--- src/rtl/vec_store_seq.sv ---
// vec_store_seq: writes the lanes of a captured vector result to memory one
// lane per accepted beat, skipping masked-off lanes, then pulses done.
module vec_store_seq #(
    parameter int unsigned LANES  = 16,
    parameter int unsigned LANE_W = 32,
    parameter int unsigned ADDR_W = 32
) (
    input  logic                     clk,
    input  logic                     rst,
    input  logic                     start,
    input  logic [LANES*LANE_W-1:0]  ResultV,
    input  logic [ADDR_W-1:0]        base_addr,
    input  logic [LANES-1:0]         lane_mask,
    input  logic                     mem_ready,
    output logic                     mem_we,
    output logic [ADDR_W-1:0]        mem_addr,
    output logic [LANE_W-1:0]        mem_wdata,
    output logic                     busy,
    output logic                     done
);

    localparam int unsigned VEC_W = LANES * LANE_W;
    localparam int unsigned IDX_W = (LANES > 1) ? $clog2(LANES) : 1;
    localparam logic [IDX_W-1:0] LAST_LANE = IDX_W'(LANES - 1);

    typedef enum logic [1:0] {
        IDLE  = 2'd0,
        WRITE = 2'd1,
        DONE  = 2'd2
    } state_t;

    state_t              state;
    logic [IDX_W-1:0]    lane;
    logic [VEC_W-1:0]    cap_vec;
    logic [ADDR_W-1:0]   cap_base;
    logic [LANES-1:0]    cap_mask;

    logic [LANE_W-1:0]   cap_lanes [LANES];
    logic [IDX_W-1:0]    nxt_lane;
    logic                nxt_en;
    logic [ADDR_W-1:0]   nxt_addr;
    logic [LANE_W-1:0]   nxt_data;
    logic                advance;

    // Beat that will be presented after the current lane retires.
    always_comb begin
        for (int i = 0; i < int'(LANES); i++) begin
            cap_lanes[i] = cap_vec[i*LANE_W +: LANE_W];
        end
        nxt_lane = (lane == LAST_LANE) ? '0 : lane + IDX_W'(1);
        nxt_en   = cap_mask[nxt_lane];
        nxt_addr = cap_base + (ADDR_W'(nxt_lane) << 2);
        nxt_data = cap_lanes[nxt_lane];
        advance  = !cap_mask[lane] || mem_ready;
    end

    // Sequencer with registered memory-side outputs.
    always_ff @(posedge clk) begin
        if (rst) begin
            state     <= IDLE;
            lane      <= '0;
            cap_vec   <= '0;
            cap_base  <= '0;
            cap_mask  <= '0;
            mem_we    <= 1'b0;
            mem_addr  <= '0;
            mem_wdata <= '0;
            busy      <= 1'b0;
            done      <= 1'b0;
        end else begin
            case (state)
                IDLE: begin
                    done <= 1'b0;
                    if (start) begin
                        state     <= WRITE;
                        lane      <= '0;
                        cap_vec   <= ResultV;
                        cap_base  <= base_addr;
                        cap_mask  <= lane_mask;
                        busy      <= 1'b1;
                        mem_we    <= lane_mask[0];
                        mem_addr  <= lane_mask[0] ? base_addr : '0;
                        mem_wdata <= lane_mask[0] ? ResultV[LANE_W-1:0] : '0;
                    end
                end
                WRITE: begin
                    if (advance) begin
                        if (lane == LAST_LANE) begin
                            state     <= DONE;
                            lane      <= '0;
                            mem_we    <= 1'b0;
                            mem_addr  <= '0;
                            mem_wdata <= '0;
                            done      <= 1'b1;
                        end else begin
                            lane      <= nxt_lane;
                            mem_we    <= nxt_en;
                            mem_addr  <= nxt_en ? nxt_addr : '0;
                            mem_wdata <= nxt_en ? nxt_data : '0;
                        end
                    end
                end
                DONE: begin
                    state <= IDLE;
                    done  <= 1'b0;
                    busy  <= 1'b0;
                end
                default: begin
                    state <= IDLE;
                    busy  <= 1'b0;
                    done  <= 1'b0;
                end
            endcase
        end
    end

endmodule

--- config.mk ---
export PLATFORM = sky130hd
export DESIGN_NAME = vec_store_seq
export DESIGN_NICKNAME = d
export VERILOG_FILES = /design/src/rtl/vec_store_seq.sv
export SDC_FILE = /design/constraint.sdc
export NUM_CORES = 2
export LEC_CHECK = 0
export CORE_MARGIN = 2
export CORE_UTILIZATION = 45
export DETAILED_ROUTE_END_ITERATION = 6
export PLACE_DENSITY = 0.76
export SLEW_MARGIN = 20
export SYNTH_ARGS = -nofsm -noshare
export SYNTH_HDL_FRONTEND = slang
export SYNTH_SLANG_ARGS = --single-unit
--- constraint.sdc ---
create_clock -name clk -period 3.3 [get_ports clk]
set_clock_uncertainty 0.05 [all_clocks]
set_input_delay 0.66 -clock clk [delete_from_list [all_inputs] [get_ports clk]]
set_output_delay 0.66 -clock clk [all_outputs]
set_load 0.01 [all_outputs]
==> impl_metrics.json <==
{
  "cp.required_ns": 3.72,
  "use_met2_pct": 50.43,
  "powerDensity_mw_per_mm2": 526.1,
  "grt-busiest-layer": "met2",
  "drive_above_1_share_pct": 8.671,
  "layout_commonest_cell": "nand2_1",
  "yosys.area.top_type": "dfxtp_1",
  "leakagePower_uw": 0.01327,
  "grt_pass1_vias": 24000,
  "synth_flop_cell": "dfxtp_1",
  "crit_arrival_ns": 3.52,
  "yosysWarnings": 0,
  "antenna_left": 0,
  "fmax_mhz": 322.7,
  "antenna_found_initial": 20,
  "synth_nets": 3752,
  "start_util_pct": 45.36,
  "slew_viol_final": 0,
  "n_fill_cell": 4982,
  "vias": 25840,
  "synth_enable_flop_cells": 0,
  "relSlewSlack_pct": 36.43,
  "numCtsBuffers": 68,
  "first_iter_violations": 3054,
  "postSynthRegisterBits": 633,
  "grt_max_degree": 102,
  "htreeDepth": 3,
  "maxCapViolations": 0,
  "wl_per_cell_um": 23.22,
  "insertion_delay_ns": 0.62,
  "hold_path.class": "register to register",
  "cts_setup_buffers": 0,
  "groute.layer.met3.usage_pct": 7.753,
  "port_buffers": 630,
  "die_h_um": 247.7,
  "multiInputGateArea_mm2": 0.01299,
  "avgSynthCellArea_um2": 8.401,
  "rows": 89,
  "rsz0062_at_grt": "false",
  "critPathMaxFanout": 45,
  "area_delta_synth_final_pct": 35.48,
  "wl_um": 104800,
  "post-dp-hpwl_um": 78980,
  "remaining_drc_errors": 0,
  "reg2reg_slack_ns": 0.20,
  "synth_top_area_share_pct": 47.42,
  "met1_usage_pct": 44.26,
  "ys_top_cells_by_area": "dfxtp_1 47%, nand2_1 16%, mux4_2 11%",
  "seqCellArea_mm2": 0.01267,
  "path_class": "register to register",
  "grt_pass1_wl_um": 151800,
  "root_buffer": "clkbuf_16",
  "finalSetupViolCount": 0,
  "hold_buffers": 0,
  "tightest_slew_ns": 0.9513,
  "grt_use_total_pct": 33.28,
  "synth-async-reset-ratio_pct": 0,
  "num-nets-final": 4251,
  "cp-end-kind": "register",
  "ys_types": 48,
  "cts_tree": "yes",
  "design.core.area_mm2": 0.05891,
  "min_period_ns": 3.099,
  "synthesis.area_mm2": 0.02672,
  "cpMaxStageDelayCell": "mux4_2",
  "final-hold-violation-count": 0,
  "cts_buffer_depth": 3,
  "firstDrtPassIters": 5,
  "ios": 631,
  "path_cells": "ha_4 > nand3_1 > nand2_1 > inv_8 > buf_16 > buf_12 > mux4_2 > a22o_1 > o21ai_0 > a311oi_1",
  "final.setup.tns_ns": 0,
  "fin_crit_sh_pct": 93.91,
  "worst_path_largest_cell_delay_ns": 0.62,
  "postSynthCellCount": 3181,
  "crit_path_start_kind": "register",
  "fp.dieArea_mm2": 0.06135,
  "layout_common_cells": "1168 x nand2_1, 633 x dfxtp_1, 629 x clkdlybuf4s50_1",
  "routabilityCongestion": 0.9693,
  "grt-ovfl-total": 0,
  "ir_drop_mv": 0.3747,
  "cts.clk_slew.worst_paths_ns": 0.06,
  "status": "finished, final reports clean",
  "cts_sinks": 633,
  "ys_seq_area_share_pct": 47.42,
  "viasPerCell": 5.723,
  "whs_ns": 0.4007,
  "die_width_um": 247.7
}
[layout make-up]
class / count / area share [%]
tap: 773 / 2.672
multi-input combinational: 2267 / 35.88
sequential: 633 / 35.00
inverter: 11 / 0.1348
timing repair buffer: 699 / 19.92
antenna: 17 / 0.1175
clock inverter: 20 / 0.7292
clock buffer: 95 / 5.540
[layer usage]
| layer | part of all wire, % | up-vias |
|---|---|---|
| met5 | 0.042 | - |
| met1 | 39 | 12250 |
| li1 | - | 11880 |
| met4 | 5.5 | 6 |
| met3 | 11 | 240 |
| met2 | 45 | 1471 |
[sequential cells by signal, summed over array words and instances, names as in the netlist]
register,cells
cap_base,32
state,2
cap_vec,512
cap_mask,16
done,1
lane,4
busy,1
mem_addr,32
mem_we,1
mem_wdata,32
[Yosys cell counts, drive strengths merged (2+ instances only)]
library cell and instances:
inv 11, o21a 8, nand4b 3, a22o 62
o2111ai 2, xnor2 8, nand4 2, o22ai 2
nand2 1168, nor3b 6, ha 6, clkbuf 232
and4 5, nand3b 2, a21oi 573, a21o 3
xor2 13, buf 38, a311oi 35, nor2 78
and2 3, mux2i 10, nor2b 2, nor3 43
o21ai 41, a31oi 3, a211oi 6, dfxtp 633
nand2b 3, a221oi 27, nand3 11, and3 2
mux4 132
[kinds of logic after synthesis]
kind of cell,Yosys count,share of synthesized area [%]
AOI/OAI and AO/OA,766,16.46
buffers and inverters,281,4.219
xor gates and xnor gates,21,0.6883
adders and majority gates,7,0.3558
and+or+nand+nor,1331,19.36
DFF,633,47.42
muxes,142,11.50
[report_power, final]
part	switching (µW)	total [µW]	internal, µW
Clock	3170	7810	4640
Sequential	312	8420	8100
Combinational	1410	2830	1420
[critical path, delay by kind of cell, from the launching register on]
family,cells,cell delay [ns]
DFF,1,0.34
muxes,1,0.62
adders and majority gates,1,0.19
buffers and inverters,3,0.74
and+or+nand+nor,2,0.30
AOI/OAI and AO/OA,3,0.66
[path summary, 6_finish.rpt]
kind | from | end | cells after the start
setup reg to reg | lane[1] | mem_wdata[14] | 10
hold / removal | cap_vec[124] | cap_vec[124] | 2
setup / recovery | lane[1] | mem_wdata[14] | 10
hold reg to reg | cap_vec[124] | cap_vec[124] | 2
[timing repair]
item,in CTS,in global routing
gates resized for setup,0,6
setup endpoints to repair,0,46
endpoints found under the hold margin,0,0
[stage by stage]
stage	total power [µW]	std cells	util, %	setup slack, ns	instance area, µm²
final	19050	4515	61.46	0.2011	36200
after global routing	19630	4511	61.44	0.01263	36190
after CTS	19030	4498	61.33	0.06000	36130
after detailed placement	11350	4383	57.48	0.09120	33860
after global placement	11320	4383	57.48	0.1261	33860
after floorplan	9835	3181	-	0.003566	26730
(Power assumes the default switching activity.)
